## src/rtl/wave_display.sv

```systemverilog
// wave_display: read side of the ping-pong waveform buffer. Fetches the
// sample for each pixel column and draws the trace as vertical segments.
//
// Ports:
//   clk, reset         clock, synchronous active-high reset
//   x, y, valid        pixel coordinate and visible flag (stage 0)
//   read_index         half the capture block is writing
//   read_value         RAM data for the registered read_address
//   read_address       RAM read address {~disp_index, column}
//   valid_pixel        r/g/b belong to a visible pixel
//   r, g, b            pixel colour (COLOR on the trace, else 0)
//   wave_display_idle  beam is below the wave rows; safe to swap
module wave_display #(
  parameter logic [7:0] COLOR = 8'hFF
) (
  input  logic        clk,
  input  logic        reset,
  input  logic [10:0] x,
  input  logic [9:0]  y,
  input  logic        valid,
  input  logic        read_index,
  input  logic [7:0]  read_value,
  output logic [8:0]  read_address,
  output logic        valid_pixel,
  output logic [7:0]  r,
  output logic [7:0]  g,
  output logic [7:0]  b,
  output logic        wave_display_idle
);

  // Buffer half frozen for the whole wave region of a frame.
  logic       disp_index;

  // Stage-1 sideband, aligned with read_value.
  logic [7:0] col1;
  logic       x1_lsb;
  logic [7:0] ys1;
  logic       valid1;
  logic       inregion1;

  // Target row of the last pixel of the previous column.
  logic [7:0] prev_t;

  logic       in_region;
  logic [7:0] t;
  logic [7:0] p;
  logic [7:0] lo;
  logic [7:0] hi;
  logic       draw;

  // Rows are drawn at half vertical resolution; y[0] never matters.
  logic       unused_y0;
  assign unused_y0 = y[0];

  assign in_region = (x[10:9] == 2'b01) && !y[9];

  always_ff @(posedge clk) begin
    if (reset) begin
      read_address      <= '0;
      wave_display_idle <= 1'b0;
      disp_index        <= 1'b0;
      col1              <= '0;
      x1_lsb            <= 1'b0;
      ys1               <= '0;
      valid1            <= 1'b0;
      inregion1         <= 1'b0;
    end else begin
      read_address      <= {~disp_index, x[8:1]};
      wave_display_idle <= y[9];
      // Only swap halves while the beam is outside the wave rows,
      // so a single frame never mixes two captures.
      if (wave_display_idle)
        disp_index <= read_index;
      col1              <= x[8:1];
      x1_lsb            <= x[0];
      ys1               <= y[8:1];
      valid1            <= valid;
      inregion1         <= in_region;
    end
  end

  // Larger samples sit higher on screen.
  assign t = 8'd255 - read_value;

  // First column of a line has no predecessor: draw a single point.
  assign p = (col1 == 8'd0) ? t : prev_t;

  always_comb begin
    lo = t;
    hi = p;
    if (p < t) begin
      lo = p;
      hi = t;
    end
  end

  assign draw = valid1 && inregion1
             && (ys1 >= lo) && (ys1 <= hi);

  always_ff @(posedge clk) begin
    if (reset) begin
      prev_t      <= '0;
      valid_pixel <= 1'b0;
      r           <= '0;
      g           <= '0;
      b           <= '0;
    end else begin
      // Second pixel of each 2-pixel column hands its row to the next.
      if (x1_lsb)
        prev_t <= t;
      valid_pixel <= valid1;
      r           <= draw ? COLOR : 8'd0;
      g           <= draw ? COLOR : 8'd0;
      b           <= draw ? COLOR : 8'd0;
    end
  end

endmodule

```

## config.mk

```make
export PLATFORM = sky130hd
export DESIGN_NAME = wave_display
export DESIGN_NICKNAME = d
export VERILOG_FILES = /design/src/rtl/wave_display.sv
export SDC_FILE = /design/constraint.sdc
export NUM_CORES = 1
export LEC_CHECK = 0
export ABC_AREA = 0
export CORE_ASPECT_RATIO = 1.5
export CORE_UTILIZATION = 30
export CTS_BUF_LIST = sky130_fd_sc_hd__clkbuf_4
export DETAILED_ROUTE_END_ITERATION = 8
export PLACE_DENSITY = 0.58
export SYNTH_ARGS = -nofsm -noshare
export SYNTH_HDL_FRONTEND = slang
export SYNTH_SLANG_ARGS = --single-unit
```

## constraint.sdc

```tcl
create_clock -name clk -period 8.08 [get_ports clk]
set_input_delay 2.424 -clock clk [delete_from_list [all_inputs] [get_ports clk]]
set_output_delay 2.424 -clock clk [all_outputs]
set_load 0.05 [all_outputs]
```

==> flow_summary.toml, run 1 <==
[power]
clock_power_share_pct = 29.0
power.density_cell_area_nw_per_um2 = 160.6
seqPwrFrac_pct = 43.2
internal_power_mw = 0.2848
switching_power_mw = 0.1170
power.leakage_nw = 1.023
pwr-share-comb_pct = 27.8
peak_supply_drop_v = 0.00008187
switching_share_pct = 29.11

[critical_path]
timing.critical_path.buf_inv = 1
worst_setup_end_kind = "flop"
path_cells = "clkdlybuf4s50_1 > a21oi_1 > ha_1 > nor4_1 > o211ai_2 > a21oi_2 > nor2b_1 > mux2i_1 > ha_1 > a21o_1 > a2111oi_0 > o21ai_0 > o2111ai_1 > nor2_1"
worst-path-max-fanout = 8
master_of_the_slowest_instance_on_the_critical_path = "sky130_fd_sc_hd__nor2b_1"
path_common_cell = "sky130_fd_sc_hd__ha_1"
ff2ff_path_depth = 15
critical_path_arrival_ns = 6.13
reg2reg_to = "b[6]$_SDFF_PP0_"
rrSetupSlack_ns = 3.30
worst_ep_required_time_ns = 8.29
timing.setup.critical_path_class = "input pin to flop"
timing.rr.start = "read_address[1]$_SDFF_PP0_"
crit_path_start_kind = "input pin"
crit_family = "compound AO/OA/AOI/OAI gates"
worst_path_largest_cell_delay_ns = 0.70

[final_layout]
layout.area.seq_um2 = 640.6
multi_input_area_um2 = 994.7
antennaDiodeCount = 0
net_count_reported_at_finish = 301
syn_to_final_growth_pct = 33.60
fin_util_pct = 42.32
filler_cell_count = 631
final_design_area_no_fill_um2 = 2502
post_route_cells_drive_above_1_share_pct = 4.878

[drt]
final_antenna_net_count = 0
vias = 1491
dr.first_iter.drc_count = 40
wire_per_inst_um = 12.22
routed_via_density = 4.689
drt_pass1_iterations = 4
wl_mm = 3.885
drcViolationCount = 0

[synth]
yosysTopAreaCellShare_pct = 34.20
postSynthNetCount = 257
netlist_instances = 201
synth-warning-count = 0
yosys-top-cells-area = "sky130_fd_sc_hd__dfxtp_1, sky130_fd_sc_hd__ha_1, sky130_fd_sc_hd__buf_4"
yosys.area.top_type = "sky130_fd_sc_hd__dfxtp_1"
synth_area_per_cell_um2 = 9.319
ys_seq_area_share_pct = 34.20
syn_area_um2 = 1873
synthDistinctLibCells = 30
ys_seq_elements = 32

[timing]
post-route-period-util_pct = 73.19
tightestPinTransition_ns = 0.8310
final-setup-viol-count = 0
fmax_ghz = 0.1691
timing.final.hold_violations = 0
worst_clock_skew_ns = 0.01934
relSlewSlack_pct = 44.48
post-route-min-period_ns = 5.913
final_max_slew_viol_count = 0
setup_total_negative_slack_ns = 0
grt_setup_unrepaired = "no"

[grt]
grt_antenna_before_repair = 0
vias_in_the_first_global_route = 1533
track_usage_pct = 13.24
grt_start_max_net_pins = 32
overflow_left_after_global_routing = 0
grt_pass1_wl_mm = 6.734

[die]
die_area_um2 = 6570
ios = 68
floorplan.initialDensity_pct = 31.68
design.core.area_um2 = 5913
floorplan.rows = 34
die_h_um = 98.78
die_x_um = 66.52

[cts]
cts_tree = "yes"
post_cts_buffers = 0
clk_pin_slew_ns = 0.09
h-tree-depth = 2
clk_path_buf_depth = 2
post_cts_hold_buffer_count = 0
clock_tree.root_cell = "sky130_fd_sc_hd__clkbuf_4"
cts_inserted_buffers = 5
worstSkewPairLatency_ns = 0.33
clock-sinks = 32
cts-resized-gates = 0

[worst_hold_path]
timing.hold.worst.class = "flop to flop"
timing.hold.worst_endpoint = "read_address[8]$_SDFF_PP0_"
hold_depth = 1
holdCritStartpoint = "disp_index$_SDFFE_PP0P_"

[place]
dp_hpwl_mm = 3.102
gp_routability_congestion = 0.7847
numPortBuffers = 66
placed_cell_area_um2 = 2427

[job]
count_of_max_cap_constraint_violations = 0

[run_status]
run_status = "finished, final reports clean"
[final cells by class]
class	count	share of cell area, %
clock buffer	5	1.500
clock inverter	3	1.500
inverter	9	1.350
multi-input combinational	130	39.75
sequential	32	25.60
tap	72	3.600
timing repair buffer	67	26.70
[cells in the mapped netlist]
cell type and count:
sky130_fd_sc_hd__inv_1 9, sky130_fd_sc_hd__nor4_1 1, sky130_fd_sc_hd__nand2_1 3, sky130_fd_sc_hd__a21oi_1 15
sky130_fd_sc_hd__o2111ai_1 2, sky130_fd_sc_hd__o211ai_2 1, sky130_fd_sc_hd__clkbuf_1 5, sky130_fd_sc_hd__nor2_4 1
sky130_fd_sc_hd__ha_1 23, sky130_fd_sc_hd__o21a_1 1, sky130_fd_sc_hd__o21ai_0 2, sky130_fd_sc_hd__or4_1 1
sky130_fd_sc_hd__a21oi_2 1, sky130_fd_sc_hd__a2111oi_0 1, sky130_fd_sc_hd__o22a_1 1, sky130_fd_sc_hd__nand2b_1 1
sky130_fd_sc_hd__o21ai_1 1, sky130_fd_sc_hd__nor2b_1 22, sky130_fd_sc_hd__a21o_1 1, sky130_fd_sc_hd__buf_4 24
sky130_fd_sc_hd__o211ai_1 2, sky130_fd_sc_hd__or4_4 1, sky130_fd_sc_hd__nor2_1 18, sky130_fd_sc_hd__nor2_2 1
sky130_fd_sc_hd__nand4_1 3, sky130_fd_sc_hd__a211oi_1 9, sky130_fd_sc_hd__nor4b_1 1, sky130_fd_sc_hd__dfxtp_1 32
sky130_fd_sc_hd__buf_2 1, sky130_fd_sc_hd__mux2i_1 17
[cell usage in the layout, fill, tap and decap left out, drive strengths merged, types with 5 or more instances in the layout]
cell type       n
nor2b          22
clkbuf          5
ha             23
mux2i          17
clkdlybuf4s50  66
a21oi          16
inv             9
dfxtp          32
a211oi          9
nor2           20
[registers in the layout, summed over array words and instances, names as in the netlist]
register and flops:
b 1, disp_index 1, inregion1 1, prev_t 8
read_address 9, valid1 1, valid_pixel 1, wave_display_idle 1
x1_lsb 1, ys1 8
[per-stage QoR]
step                std cells  power, mW  hold slack [ns]  setup slack [ns]
finish                    318     0.4018           0.4350             2.167
global route              318     0.4271           0.4292             1.717
CTS                       318     0.4072           0.4341             2.125
detailed placement        310     0.2900           0.4070             1.791
global placement          310     0.2881           0.4140             1.824
floorplan                 201     0.2533           0.3918             3.148
[metal layers]
| metal | vias up | part of all wire (%) | global-route usage [%] |
|---|---|---|---|
| met2 | 36 | 56 | 24.18 |
| met4 | 0 | 1.4 | 4.910 |
| met1 | 683 | 38 | 13.81 |
| met5 | - | 0 | 0 |
| li1 | 766 | - | - |
| met3 | 6 | 4.6 | 3.935 |
[power groups by stage]
| stage | Clock, mW | Combinational, mW | Sequential [mW] |
|---|---|---|---|
| floorplan | 0 | 0.0684 | 0.185 |
| global placement | 0 | 0.111 | 0.177 |
| detailed placement | 0 | 0.113 | 0.177 |
| CTS | 0.120 | 0.113 | 0.174 |
| global route | 0.126 | 0.126 | 0.175 |
| finish | 0.117 | 0.112 | 0.173 |
[kinds of logic after synthesis]
family                     share of synthesized area [%]
buffers and inverters                              12.69
and+or+nand+nor                                    15.63
muxes                                              9.085
DFF                                                34.20
AOI/OAI and AO/OA                                  13.03
adders and majority gates                          15.36
[worst max path at each step]
stage / endpoint / slack (ns) / startpoint / cells after the start
floorplan: b[6]$_SDFF_PP0_ / 3.15 / read_value[3] / 14
finish: b[6]$_SDFF_PP0_ / 2.17 / read_value[3] / 14
detailed placement: b[6]$_SDFF_PP0_ / 1.79 / read_value[3] / 14
global placement: b[6]$_SDFF_PP0_ / 1.82 / read_value[3] / 14
CTS: b[6]$_SDFF_PP0_ / 2.13 / read_value[3] / 14
global route: b[6]$_SDFF_PP0_ / 1.72 / read_value[3] / 14
Note: power is estimated with default switching activity, not from simulation.
==> inputs of run 2 (changes only) <==
==> constraint.sdc (replaced) <==
create_clock -name clk -period 5.66 [get_ports clk]
set_input_delay 1.698 -clock clk [delete_from_list [all_inputs] [get_ports clk]]
set_output_delay 1.698 -clock clk [all_outputs]
set_load 0.05 [all_outputs]
==> flow_summary.toml, run 2 (synthesis gave the netlist of run 1 again) <==
[run_status]
run_status = "finished, final reports clean"

[grt]
overflow_left_after_global_routing = 0
vias_in_the_first_global_route = 1492
grt_antenna_before_repair = 0
track_usage_pct = 13.52
grt_start_max_net_pins = 32
grt_pass1_wl_mm = 6.727

[critical_path]
crit_path_start_kind = "input pin"
reg2reg_to = "b[6]$_SDFF_PP0_"
timing.setup.critical_path_class = "input pin to flop"
worst_path_largest_cell_delay_ns = 0.54
timing.rr.start = "read_address[1]$_SDFF_PP0_"
critical_path_arrival_ns = 4.84
crit_family = "compound AO/OA/AOI/OAI gates"
worst-path-max-fanout = 7
ff2ff_path_depth = 15
master_of_the_slowest_instance_on_the_critical_path = "sky130_fd_sc_hd__clkdlybuf4s50_1"
rrSetupSlack_ns = 1.43
worst_setup_end_kind = "flop"
path_common_cell = "sky130_fd_sc_hd__ha_1"
path_cells = "clkdlybuf4s50_1 > a21oi_1 > ha_1 > nor4_1 > o211ai_2 > a21oi_2 > nor2b_1 > buf_4 > mux2i_1 > ha_1 > a2111oi_0 > o21ai_0 > o2111ai_1 > nor2_1"
worst_ep_required_time_ns = 5.89
timing.critical_path.buf_inv = 2

[cts]
cts-resized-gates = 0
post_cts_buffers = 0
h-tree-depth = 2
clock_tree.root_cell = "sky130_fd_sc_hd__clkbuf_4"
clock-sinks = 32
cts_tree = "yes"
cts_inserted_buffers = 5
clk_path_buf_depth = 2
worstSkewPairLatency_ns = 0.34
post_cts_hold_buffer_count = 0
clk_pin_slew_ns = 0.09

[final_layout]
net_count_reported_at_finish = 301
antennaDiodeCount = 0
post_route_cells_drive_above_1_share_pct = 4.490
largest_registers = "read_address x9, prev_t x8, ys1 x8"
layout_commonest_cell = "sky130_fd_sc_hd__clkdlybuf4s50_1"
layout.cells.most_common_list = "sky130_fd_sc_hd__clkdlybuf4s50_1, sky130_fd_sc_hd__dfxtp_1, sky130_fd_sc_hd__ha_1, sky130_fd_sc_hd__nor2b_1, sky130_fd_sc_hd__nor2_1"
syn_to_final_growth_pct = 32.00
regMostFlops = "read_address"
largest_register_ffs = 9

[drt]
wl_mm = 3.975
drcViolationCount = 0
routed_via_density = 4.675
vias = 1482
drt_pass1_iterations = 4
dr.first_iter.drc_count = 33
final_antenna_net_count = 0
wire_per_inst_um = 12.54

[power]
power.total_mw = 0.5274
power.density_cell_area_nw_per_um2 = 213.3
peak_supply_drop_v = 0.0001266
power.leakage_nw = 1.009

[timing]
setup_total_negative_slack_ns = 0
final-setup-viol-count = 0
grt_setup_unrepaired = "no"
post-route-period-util_pct = 81.35
relSlewSlack_pct = 26.94
fmax_ghz = 0.2172
final_max_slew_viol_count = 0
tightestPinTransition_ns = 1.092
timing.final.hold_violations = 0
post-route-min-period_ns = 4.604
worst_clock_skew_ns = 0.01581

[die]
die_x_um = 66.52
die_h_um = 98.78
design.core.area_um2 = 5913
floorplan.initialDensity_pct = 31.68
ios = 68
floorplan.rows = 34
die_area_um2 = 6570

[worst_hold_path]
holdCritStartpoint = "disp_index$_SDFFE_PP0P_"
hold_depth = 1
timing.hold.worst_endpoint = "read_address[8]$_SDFF_PP0_"
timing.hold.worst.class = "flop to flop"

[place]
gp_routability_congestion = 0.8023
numPortBuffers = 66
dp_hpwl_mm = 3.115

[job]
count_of_max_cap_constraint_violations = 0
-- run 2: where the power goes --
part           leakage (nW)  internal (mW)  switching [mW]  total (mW)
sequential            0.265          0.238          0.0104       0.248
clock                0.0261         0.0432          0.0756       0.119
combinational         0.717         0.0798          0.0808       0.161
total                  1.01          0.361           0.167       0.527
-- run 2: routing by layer --
layer	vias up	global-route usage [%]	share of wire (%)
met2	36	25.12	56
met4	0	4.910	1.7
met5	-	0	0
met1	670	14.16	38
met3	6	3.356	5.0
li1	770	-	-
-- run 2: worst max path at each step --
stage	start	to	slack [ns]	depth (start not counted)
3_3_place_gp	read_value[3]	b[6]$_SDFF_PP0_	0.69	14
6_report	read_value[3]	b[6]$_SDFF_PP0_	1.06	14
5_1_grt	read_value[3]	b[6]$_SDFF_PP0_	0.71	14
3_5_place_dp	read_value[3]	b[6]$_SDFF_PP0_	0.65	14
2_1_floorplan	read_value[3]	b[6]$_SDFF_PP0_	1.45	14
4_1_cts	read_value[3]	b[6]$_SDFF_PP0_	1.01	14
-- run 2: per-stage QoR --
stage,hold slack (ns),cell area [µm²],std cells,util (%),setup WS [ns]
final,0.4207,2472,317,41.81,1.056
after global routing,0.4495,2472,317,41.81,0.7077
after detailed placement,0.4134,2427,310,41.05,0.6473
after CTS,0.4235,2472,317,41.81,1.011
after global placement,0.4077,2427,310,41.05,0.6908
after floorplan,0.3918,1873,201,-,1.454
-- run 2: worst register-to-register path, cell delays in order (launching register included) --
cell	delay [ns]
sky130_fd_sc_hd__dfxtp_1	0.33
sky130_fd_sc_hd__or4_1	0.59
sky130_fd_sc_hd__nor2_2	0.55
sky130_fd_sc_hd__a21oi_1	0.15
sky130_fd_sc_hd__ha_1	0.23
sky130_fd_sc_hd__nor4_1	0.31
sky130_fd_sc_hd__o211ai_2	0.14
sky130_fd_sc_hd__a21oi_2	0.21
sky130_fd_sc_hd__nor2b_1	0.25
sky130_fd_sc_hd__buf_4	0.22
sky130_fd_sc_hd__mux2i_1	0.21
sky130_fd_sc_hd__ha_1	0.26
sky130_fd_sc_hd__a2111oi_0	0.36
sky130_fd_sc_hd__o21ai_0	0.15
sky130_fd_sc_hd__o2111ai_1	0.12
sky130_fd_sc_hd__nor2_1	0.07
-- run 2: cell type report --
class                           instances  area (µm²)
Clock buffer                            5       37.54
Clock inverter                          2       7.507
Fill cell                             604        3441
Inverter                                9       33.78
Multi-Input combinational cell        130       994.7
Sequential cell                        32       640.6
Tap cell                               72       90.09
Timing Repair Buffer                   67       668.1
==> inputs of run 3 (changes only) <==
==> constraint.sdc (replaced) <==
create_clock -name clk -period 4.7 [get_ports clk]
set_input_delay 1.41 -clock clk [delete_from_list [all_inputs] [get_ports clk]]
set_output_delay 1.41 -clock clk [all_outputs]
set_load 0.05 [all_outputs]
==> flow_summary.toml, run 3 (synthesis gave the netlist of run 1 again) <==
[final_layout]
net_count_reported_at_finish = 304
post_route_cells_drive_above_1_share_pct = 6.827
regMostFlops = "read_address"
syn_to_final_growth_pct = 35.07
layout.cells.most_common_list = "sky130_fd_sc_hd__clkdlybuf4s50_1, sky130_fd_sc_hd__dfxtp_1, sky130_fd_sc_hd__ha_1, sky130_fd_sc_hd__nor2b_1, sky130_fd_sc_hd__nor2_1"
largest_registers = "read_address x9, prev_t x8, ys1 x8"
largest_register_ffs = 9
fin_util_pct = 42.78
antennaDiodeCount = 0
layout_commonest_cell = "sky130_fd_sc_hd__clkdlybuf4s50_1"

[worst_hold_path]
timing.hold.worst.class = "flop to flop"

[critical_path]
master_of_the_slowest_instance_on_the_critical_path = "sky130_fd_sc_hd__clkdlybuf4s50_1"
reg2reg_to = "b[6]$_SDFF_PP0_"
crit_path_start_kind = "input pin"
crit_family = "compound AO/OA/AOI/OAI gates"
path_cells = "clkdlybuf4s50_1 > a21oi_1 > ha_1 > nor4_1 > o211ai_2 > a21oi_2 > nor2b_1 > mux2i_1 > ha_1 > a21o_1 > a2111oi_0 > o21ai_0 > o2111ai_1 > nor2_1"
timing.critical_path.buf_inv = 1
worstSetupEndpoint = "b[6]$_SDFF_PP0_"
instance_count_on_the_critical_path = 14
ff2ff_path_depth = 17
worst_path_largest_cell_delay_ns = 0.53
worst_ep_required_time_ns = 4.91
timing.setup.critical_path_class = "input pin to flop"
worst-path-max-fanout = 4
critical_path_arrival_ns = 4.49
worst_setup_end_kind = "flop"
rrSetupSlack_ns = 0.64
timing.rr.start = "read_address[1]$_SDFF_PP0_"
path_common_cell = "sky130_fd_sc_hd__ha_1"
cp-startpoint = "read_value[3]"

[power]
peak_supply_drop_v = 0.0001934
power.total_mw = 0.7049
power.leakage_nw = 1.043
power.density_cell_area_nw_per_um2 = 278.6

[timing]
setup_total_negative_slack_ns = 0
post-route-min-period_ns = 4.279
hold_ws_ns = 0.4158
relSlewSlack_pct = 57.22
timing.final.hold_violations = 0
tightestPinTransition_ns = 0.6408
worst_clock_skew_ns = 0.01826
worst_slack_ns = 0.4213
final_max_slew_viol_count = 0
grt_setup_unrepaired = "no"
final-setup-viol-count = 0
fmax_ghz = 0.2337
post-route-period-util_pct = 91.04

[grt]
overflow_left_after_global_routing = 0
track_usage_pct = 13.14
vias_in_the_first_global_route = 1470
grt_pass1_wl_mm = 6.534
grt_antenna_before_repair = 0
grt_start_max_net_pins = 25

[drt]
drcViolationCount = 0
drt_pass1_iterations = 4
dr.first_iter.drc_count = 17
routed_via_density = 4.579
final_antenna_net_count = 0
vias = 1470
wire_per_inst_um = 12.31
wl_mm = 3.950

[cts]
post_cts_buffers = 0
worstSkewPairLatency_ns = 0.33
clk_pin_slew_ns = 0.10
clk_path_buf_depth = 2
cts_tree = "yes"
clock-sinks = 32
cts-resized-gates = 0
cts_inserted_buffers = 5
clock_tree.root_cell = "sky130_fd_sc_hd__clkbuf_4"
post_cts_hold_buffer_count = 0
h-tree-depth = 2

[run_status]
run_status = "finished, final reports clean"

[die]
design.core.area_um2 = 5913
floorplan.initialDensity_pct = 31.68
die_x_um = 66.52
die_area_um2 = 6570
die_h_um = 98.78
ios = 68
floorplan.rows = 34

[place]
dp_hpwl_mm = 3.141
dpl_worst_slack_ns = 0.004872
numPortBuffers = 66
gp_routability_congestion = 0.8014

[job]
count_of_max_cap_constraint_violations = 0
-- run 3: how the worst min path moves through the flow --
stage,startpoint,to,depth (start not counted)
final,disp_index$_SDFFE_PP0P_,read_address[8]$_SDFF_PP0_,1
after global routing,disp_index$_SDFFE_PP0P_,read_address[8]$_SDFF_PP0_,1
after CTS,disp_index$_SDFFE_PP0P_,read_address[8]$_SDFF_PP0_,1
after detailed placement,disp_index$_SDFFE_PP0P_,read_address[8]$_SDFF_PP0_,1
after global placement,disp_index$_SDFFE_PP0P_,read_address[8]$_SDFF_PP0_,1
after floorplan,disp_index$_SDFFE_PP0P_,read_address[8]$_SDFF_PP0_,1
-- run 3: final cells by class --
cell class	count	area (µm²)
repair buffers	70	690.7
multi-input cells	130	994.7
inverters	9	33.78
flip-flops and latches	32	640.6
fillers	607	3383
well taps	72	90.09
clock buffers	6	45.04
clock inverters	2	35.03
-- run 3: worst reg2reg max path, stage by stage (launching register included) --
cell	delay, ns
sky130_fd_sc_hd__dfxtp_1	0.32
sky130_fd_sc_hd__or4_1	0.58
sky130_fd_sc_hd__nor2_2	0.36
sky130_fd_sc_hd__buf_4	0.23
sky130_fd_sc_hd__nor2_1	0.05
sky130_fd_sc_hd__a21oi_1	0.15
sky130_fd_sc_hd__ha_1	0.26
sky130_fd_sc_hd__o211ai_1	0.10
sky130_fd_sc_hd__a21oi_1	0.10
sky130_fd_sc_hd__a21oi_2	0.16
sky130_fd_sc_hd__nor2b_1	0.23
sky130_fd_sc_hd__mux2i_1	0.23
sky130_fd_sc_hd__ha_1	0.28
sky130_fd_sc_hd__a21o_1	0.18
sky130_fd_sc_hd__a2111oi_0	0.40
sky130_fd_sc_hd__o21ai_0	0.15
sky130_fd_sc_hd__o2111ai_1	0.12
sky130_fd_sc_hd__nor2_1	0.07
-- run 3: metal layers --
layer | wire [µm] | vias up | track usage, %
met2 | 2132 | 36 | 23.78
met4 | 70 | 0 | 4.746
met5 | 0 | - | 0
met3 | 193 | 7 | 3.472
li1 | - | 774 | -
met1 | 1554 | 653 | 14.19
-- run 3: metrics by stage --
| stage | std cells | area [µm²] |
|---|---|---|
| global placement | 313 | 2450 |
| CTS | 321 | 2530 |
| global route | 321 | 2530 |
| finish | 321 | 2530 |
| floorplan | 201 | 1873 |
| detailed placement | 313 | 2450 |
-- run 3: report_power, final --
part / internal, mW / switching (mW)
Clock: 0.117 / 0.0924
Sequential: 0.286 / 0.0125
Combinational: 0.0988 / 0.0978
